--- src/rtl/morra_cinese_fsmd.sv ---
// morra_cinese_fsmd: rock-paper-scissors referee (FSM + datapath), one round per clock.
// Revision: 1.0
`default_nettype none

module morra_cinese_fsmd #(
    parameter int MIN_MANCHE = 4
) (
    input  logic       clk,
    input  logic       rst_n,
    input  logic [1:0] primo,
    input  logic [1:0] secondo,
    input  logic       inizia,
    output logic [1:0] manche,
    output logic [1:0] partita
);

    localparam logic [1:0] MOVE_NONE = 2'b00;
    localparam logic [1:0] SASSO     = 2'b01;
    localparam logic [1:0] CARTA     = 2'b10;
    localparam logic [1:0] FORBICE   = 2'b11;

    localparam logic [1:0] RES_NONE = 2'b00;
    localparam logic [1:0] RES_P1   = 2'b01;
    localparam logic [1:0] RES_P2   = 2'b10;
    localparam logic [1:0] RES_TIE  = 2'b11;

    localparam logic [4:0] MIN_W = 5'(MIN_MANCHE);

    typedef enum logic [1:0] {
        S_IDLE = 2'd0,
        S_PLAY = 2'd1,
        S_END  = 2'd2
    } state_t;

    state_t     state;
    logic [4:0] max_manche;
    logic [4:0] rounds;
    logic [4:0] wins1;
    logic [4:0] wins2;
    logic [1:0] last_winner;
    logic [1:0] last_move;

    logic       p1_beats;
    logic [1:0] round_res;
    logic       repeat_viol;
    logic       round_valid;
    logic [4:0] next_rounds;
    logic [4:0] next_wins1;
    logic [4:0] next_wins2;
    logic [1:0] leader;
    logic       early_end;
    logic       last_round;
    logic [1:0] match_res;

    always_comb begin
        p1_beats = ((primo == SASSO)   && (secondo == FORBICE)) ||
                   ((primo == FORBICE) && (secondo == CARTA))   ||
                   ((primo == CARTA)   && (secondo == SASSO));

        if (primo == secondo)
            round_res = RES_TIE;
        else if (p1_beats)
            round_res = RES_P1;
        else
            round_res = RES_P2;

        // A previous winner may not reuse the move it won with; ties leave no record.
        repeat_viol = ((last_winner == RES_P1) && (primo   == last_move)) ||
                      ((last_winner == RES_P2) && (secondo == last_move));

        round_valid = (primo != MOVE_NONE) && (secondo != MOVE_NONE) && !repeat_viol;

        next_rounds = rounds + 5'd1;
        next_wins1  = wins1 + {4'd0, (round_res == RES_P1)};
        next_wins2  = wins2 + {4'd0, (round_res == RES_P2)};

        if (next_wins1 > next_wins2)
            leader = RES_P1;
        else if (next_wins2 > next_wins1)
            leader = RES_P2;
        else
            leader = RES_TIE;

        early_end  = (next_rounds >= MIN_W) &&
                     ((next_wins1 >= next_wins2 + 5'd2) || (next_wins2 >= next_wins1 + 5'd2));
        last_round = (next_rounds == max_manche);

        if (early_end || last_round)
            match_res = leader;
        else
            match_res = RES_NONE;
    end

    always_ff @(posedge clk) begin
        if (!rst_n) begin
            state       <= S_IDLE;
            max_manche  <= 5'd0;
            rounds      <= 5'd0;
            wins1       <= 5'd0;
            wins2       <= 5'd0;
            last_winner <= RES_NONE;
            last_move   <= MOVE_NONE;
            manche      <= RES_NONE;
            partita     <= RES_NONE;
        end else begin
            manche  <= RES_NONE;
            partita <= RES_NONE;
            if (inizia) begin
                max_manche  <= {1'b0, primo, secondo} + MIN_W;
                rounds      <= 5'd0;
                wins1       <= 5'd0;
                wins2       <= 5'd0;
                last_winner <= RES_NONE;
                last_move   <= MOVE_NONE;
                state       <= S_PLAY;
            end else begin
                case (state)
                    S_PLAY: begin
                        if (round_valid) begin
                            manche  <= round_res;
                            partita <= match_res;
                            rounds  <= next_rounds;
                            wins1   <= next_wins1;
                            wins2   <= next_wins2;
                            if (round_res == RES_TIE) begin
                                last_winner <= RES_NONE;
                                last_move   <= MOVE_NONE;
                            end else begin
                                last_winner <= round_res;
                                last_move   <= (round_res == RES_P1) ? primo : secondo;
                            end
                            if (match_res != RES_NONE)
                                state <= S_END;
                        end
                    end
                    S_END:   state <= S_END;
                    default: state <= S_IDLE;
                endcase
            end
        end
    end

endmodule

`default_nettype wire

--- config.mk ---
export PLATFORM = sky130hd
export DESIGN_NAME = morra_cinese_fsmd
export DESIGN_NICKNAME = d
export VERILOG_FILES = /design/src/rtl/morra_cinese_fsmd.sv
export SDC_FILE = /design/constraint.sdc
export NUM_CORES = 1
export LEC_CHECK = 0
export BUFFER_PORTS_ARGS = -buffer_cell sky130_fd_sc_hd__buf_2
export CAP_MARGIN = 20
export CORE_ASPECT_RATIO = 1.4
export CORE_MARGIN = 2
export CORE_UTILIZATION = 30
export DETAILED_ROUTE_END_ITERATION = 10
export SYNTH_ARGS = -nofsm -noshare
export SYNTH_HDL_FRONTEND = slang
export SYNTH_SLANG_ARGS = --single-unit
--- constraint.sdc ---
create_clock -name clk -period 7.08 [get_ports clk]
set_input_delay 0.708 -clock clk [delete_from_list [all_inputs] [get_ports clk]]
set_output_delay 0.708 -clock clk [all_outputs]
set_load 0.02 [all_outputs]
==> flow_results.xml <==
<?xml version="1.0" encoding="UTF-8"?>
<metrics>
  <group name="synth">
    <metric name="syn-mean-instance-area" unit="sq um">8.52</metric>
    <metric name="synth_sequential_area_ratio" unit="%">29.9</metric>
    <metric name="synth_cell_types" unit="">40</metric>
    <metric name="netlist_area" unit="sq um">2010</metric>
    <metric name="yosysWarnings" unit="">0</metric>
    <metric name="post_synth_edffs" unit="">0</metric>
    <metric name="synthDominantCellAreaShare" unit="%">29.9</metric>
    <metric name="synth_top_cell_by_area" unit="">sky130_fd_sc_hd__dfxtp_1</metric>
    <metric name="syn_nets" unit="">266</metric>
    <metric name="postSynthRegisterBits" unit="">30</metric>
    <metric name="ys_top_cells_by_area" unit="">sky130_fd_sc_hd__dfxtp_1 30%, sky130_fd_sc_hd__ha_1 14%, sky130_fd_sc_hd__mux2i_1 6.0%, sky130_fd_sc_hd__xor2_1 5.7%, sky130_fd_sc_hd__xnor2_1 5.2%</metric>
    <metric name="yosys.cell_count.top_type" unit="">sky130_fd_sc_hd__dfxtp_1</metric>
    <metric name="post_synth_inst_count" unit="">236</metric>
    <metric name="synth-main-ff-cell" unit="">sky130_fd_sc_hd__dfxtp_1</metric>
    <metric name="synth_async_sr_flop_share" unit="%">0</metric>
    <metric name="yosys-top-cells-count" unit="">30 x sky130_fd_sc_hd__dfxtp_1, 24 x sky130_fd_sc_hd__nor2_1, 23 x sky130_fd_sc_hd__ha_1</metric>
  </group>
  <group name="global_route">
    <metric name="largest_net_degree_at_the_start_of_global_routing" unit="">29</metric>
    <metric name="antenna_found_initial" unit="">0</metric>
    <metric name="global_route.overflow_total" unit="">0</metric>
    <metric name="vias_in_the_first_global_route" unit="">1556</metric>
    <metric name="grt.total_usage" unit="%">11.9</metric>
    <metric name="wire_length_of_the_first_global_routing_pass" unit="mm">6.87</metric>
  </group>
  <group name="floorplanning">
    <metric name="fp.dieArea" unit="sq um">7380</metric>
    <metric name="fp-row-count" unit="">35</metric>
    <metric name="die-height" unit="um">101</metric>
    <metric name="floorplan.core_area" unit="sq um">6530</metric>
    <metric name="floorplan.initialDensity" unit="%">30.8</metric>
    <metric name="die-width" unit="um">73.2</metric>
    <metric name="io_pins" unit="">11</metric>
  </group>
  <group name="clock_network">
    <metric name="cts_tree" unit="">built</metric>
    <metric name="ctsResizeCount" unit="">0</metric>
    <metric name="post_cts_hold_buffer_count" unit="">0</metric>
    <metric name="cts.repair_timing.setup_buffer_count" unit="">0</metric>
    <metric name="clk_latency" unit="ns">0.28</metric>
    <metric name="ctsRootBufferMaster" unit="">sky130_fd_sc_hd__clkbuf_8</metric>
    <metric name="cts.sink_count" unit="">30</metric>
    <metric name="cts.htree.levels" unit="">2</metric>
    <metric name="clkSlewWorstSetupHoldPaths" unit="ns">0.07</metric>
    <metric name="cts_max_path_buffers" unit="">2</metric>
    <metric name="numCtsBuffers" unit="">5</metric>
  </group>
  <group name="timing">
    <metric name="post-route-min-period" unit="ns">3.99</metric>
    <metric name="rsz0062_at_grt" unit="">false</metric>
    <metric name="fin_setup_tns" unit="ns">0</metric>
    <metric name="skew" unit="ns">0.00729</metric>
    <metric name="finalCritPeriodShare" unit="%">56.3</metric>
    <metric name="fin_worst_hold_slack" unit="ns">0.477</metric>
    <metric name="setup_violations" unit="">0</metric>
    <metric name="tightest_slew" unit="ns">0.966</metric>
    <metric name="slew_headroom" unit="%">35.6</metric>
    <metric name="finalMaxSlewViolations" unit="">0</metric>
    <metric name="finalHoldViolations" unit="">0</metric>
    <metric name="clock.fmax" unit="MHz">251</metric>
  </group>
  <group name="hold_path">
    <metric name="worstHoldStart" unit="">state[0]</metric>
    <metric name="hold_path_end" unit="">state[0]</metric>
    <metric name="min-delay-path-class" unit="">reg -&gt; reg</metric>
    <metric name="hold_path_depth" unit="">2</metric>
  </group>
  <group name="critical_path">
    <metric name="critical_path_peak_fanout" unit="">7</metric>
    <metric name="critPathArrivalTime" unit="ns">4.20</metric>
    <metric name="endpoint_kind" unit="">register</metric>
    <metric name="required" unit="ns">7.29</metric>
    <metric name="timing.critical_path.from" unit="">primo[0]</metric>
    <metric name="rr_endpoint" unit="">state[1]</metric>
    <metric name="r2r_setup_slack" unit="ns">4.21</metric>
    <metric name="cp-start-kind" unit="">primary input</metric>
    <metric name="timing_worst_setup_path_type" unit="">in -&gt; reg</metric>
    <metric name="startpoint_of_the_lowest_slack_register_to_register_path" unit="">wins2[0]</metric>
    <metric name="worst_r2r_path_depth" unit="">11</metric>
  </group>
  <group name="drt">
    <metric name="drc_errors" unit="">0</metric>
    <metric name="vias" unit="">1616</metric>
    <metric name="routed_wirelength" unit="mm">4.04</metric>
    <metric name="via_per_inst" unit="">5.08</metric>
    <metric name="drt.antenna.violating_nets" unit="">0</metric>
    <metric name="avgRoutedWirePerCell" unit="um">12.7</metric>
    <metric name="drt_pre_antenna_iters" unit="">4</metric>
    <metric name="dr.first_iter.drc_count" unit="">39</metric>
  </group>
  <group name="power_and_ir_drop">
    <metric name="ir_worst_vdd" unit="V">0.0000747</metric>
    <metric name="cellLeakagePower" unit="nW">0.953</metric>
    <metric name="power_density_over_the_cells" unit="nW/um^2">176</metric>
  </group>
  <group name="layout">
    <metric name="area.sequential" unit="sq um">601</metric>
    <metric name="multi_input_comb_area" unit="sq um">1330</metric>
    <metric name="drive_above_1_share" unit="%">8.61</metric>
    <metric name="antenna-diode-count" unit="">0</metric>
    <metric name="num-fill-cells" unit="">670</metric>
    <metric name="layout.nets" unit="">273</metric>
    <metric name="area_growth_syn_to_layout" unit="%">10.3</metric>
  </group>
  <group name="outcome">
    <metric name="result_of_the_run" unit="">finished clean</metric>
  </group>
  <group name="placement">
    <metric name="gp_routability_congestion" unit="">0.772</metric>
    <metric name="place.detailed.hpwl" unit="mm">3.19</metric>
    <metric name="buffer_ports.inserted" unit="">10</metric>
  </group>
  <group name="flow_run">
    <metric name="drv_cap" unit="">0</metric>
  </group>
</metrics>
worst max-delay path by stage:
stage                  to  slack (ns)
2_1_floorplan    state[1]        3.29
3_3_place_gp   partita[1]        2.92
3_5_place_dp   partita[0]        2.79
4_1_cts        partita[0]        3.08
5_1_grt        partita[0]        2.83
6_report         state[1]        3.09
routing by layer:
layer / routed length, um / up-vias / global-route usage (%)
met5: 0 / - / 0
li1: - / 838 / -
met2: 2190 / 17 / 22.0
met1: 1700 / 755 / 12.8
met3: 60 / 6 / 1.80
met4: 93 / 0 / 5.56
where the power goes:
group | leakage, nW | switching, mW | total (mW) | internal [mW]
clock network | 0.0524 | 0.0629 | 0.168 | 0.105
logic | 0.658 | 0.0275 | 0.0470 | 0.0195
registers | 0.243 | 0.00275 | 0.175 | 0.172
layout make-up:
| class | instances | share of cell area (%) |
|---|---|---|
| clock buffers | 7 | 3.44 |
| multi-input cells | 186 | 60.0 |
| flip-flops and latches | 30 | 27.1 |
| inverters | 10 | 1.69 |
| well taps | 74 | 4.17 |
| repair buffers | 10 | 2.26 |
| clock inverters | 1 | 1.35 |
critical path, stage by stage:
cell	delay, ns
sky130_fd_sc_hd__buf_2	0.16
sky130_fd_sc_hd__inv_1	0.10
sky130_fd_sc_hd__ha_1	0.21
sky130_fd_sc_hd__mux2i_1	0.13
sky130_fd_sc_hd__mux2_2	0.20
sky130_fd_sc_hd__nor2b_1	0.21
sky130_fd_sc_hd__ha_1	0.20
sky130_fd_sc_hd__ha_1	0.20
sky130_fd_sc_hd__xor2_1	0.40
sky130_fd_sc_hd__nand3_1	0.15
sky130_fd_sc_hd__xor2_1	0.17
sky130_fd_sc_hd__ha_1	0.31
sky130_fd_sc_hd__nand2_1	0.05
sky130_fd_sc_hd__o41ai_1	0.42
sky130_fd_sc_hd__o211ai_1	0.16
sky130_fd_sc_hd__a31o_2	0.28
sky130_fd_sc_hd__a21oi_1	0.13
cells by family (layout without fill, tap and decap cells):
kind of cell | count (synthesis) | after routing | synth area share, %
AO/OA/AOI/OAI | 45 | 45 | 13.9
XOR/XNOR | 25 | 25 | 10.9
adder cells (fa/ha/maj) | 23 | 23 | 14.3
buffers and inverters | 20 | 28 | 3.92
flip-flops | 30 | 30 | 29.9
multiplexers | 13 | 13 | 6.53
AND/OR/NAND/NOR | 80 | 80 | 20.6
layout by cell type (no fill, tap or decap), types with 11 or more instances in the layout:
master / instances
sky130_fd_sc_hd__mux2i_1: 12
sky130_fd_sc_hd__xnor2_1: 12
sky130_fd_sc_hd__xor2_1: 13
sky130_fd_sc_hd__nand2_1: 12
sky130_fd_sc_hd__o21ai_0: 13
sky130_fd_sc_hd__a21oi_1: 16
sky130_fd_sc_hd__dfxtp_1: 30
sky130_fd_sc_hd__ha_1: 23
sky130_fd_sc_hd__nor2_1: 24
sky130_fd_sc_hd__nand3_1: 11
registers in the layout, indices dropped and copies added (netlist names):
signal       flops
wins2            5
manche           2
wins1            5
last_move        2
rounds           5
max_manche       5
state            2
last_winner      2
partita          2
per-stage QoR:
step / cell area [sq um] / util, % / instances / setup slack [ns] / total power [mW]
after floorplan: 2010 / - / 236 / 3.29 / 0.215
after global placement: 2110 / 32.4 / 310 / 2.92 / 0.226
after detailed placement: 2110 / 32.4 / 310 / 2.79 / 0.227
after CTS: 2220 / 34.0 / 318 / 3.08 / 0.396
after global routing: 2220 / 34.0 / 318 / 2.83 / 0.411
final: 2220 / 34.0 / 318 / 3.09 / 0.390
Power figures use the tool's default switching activity.
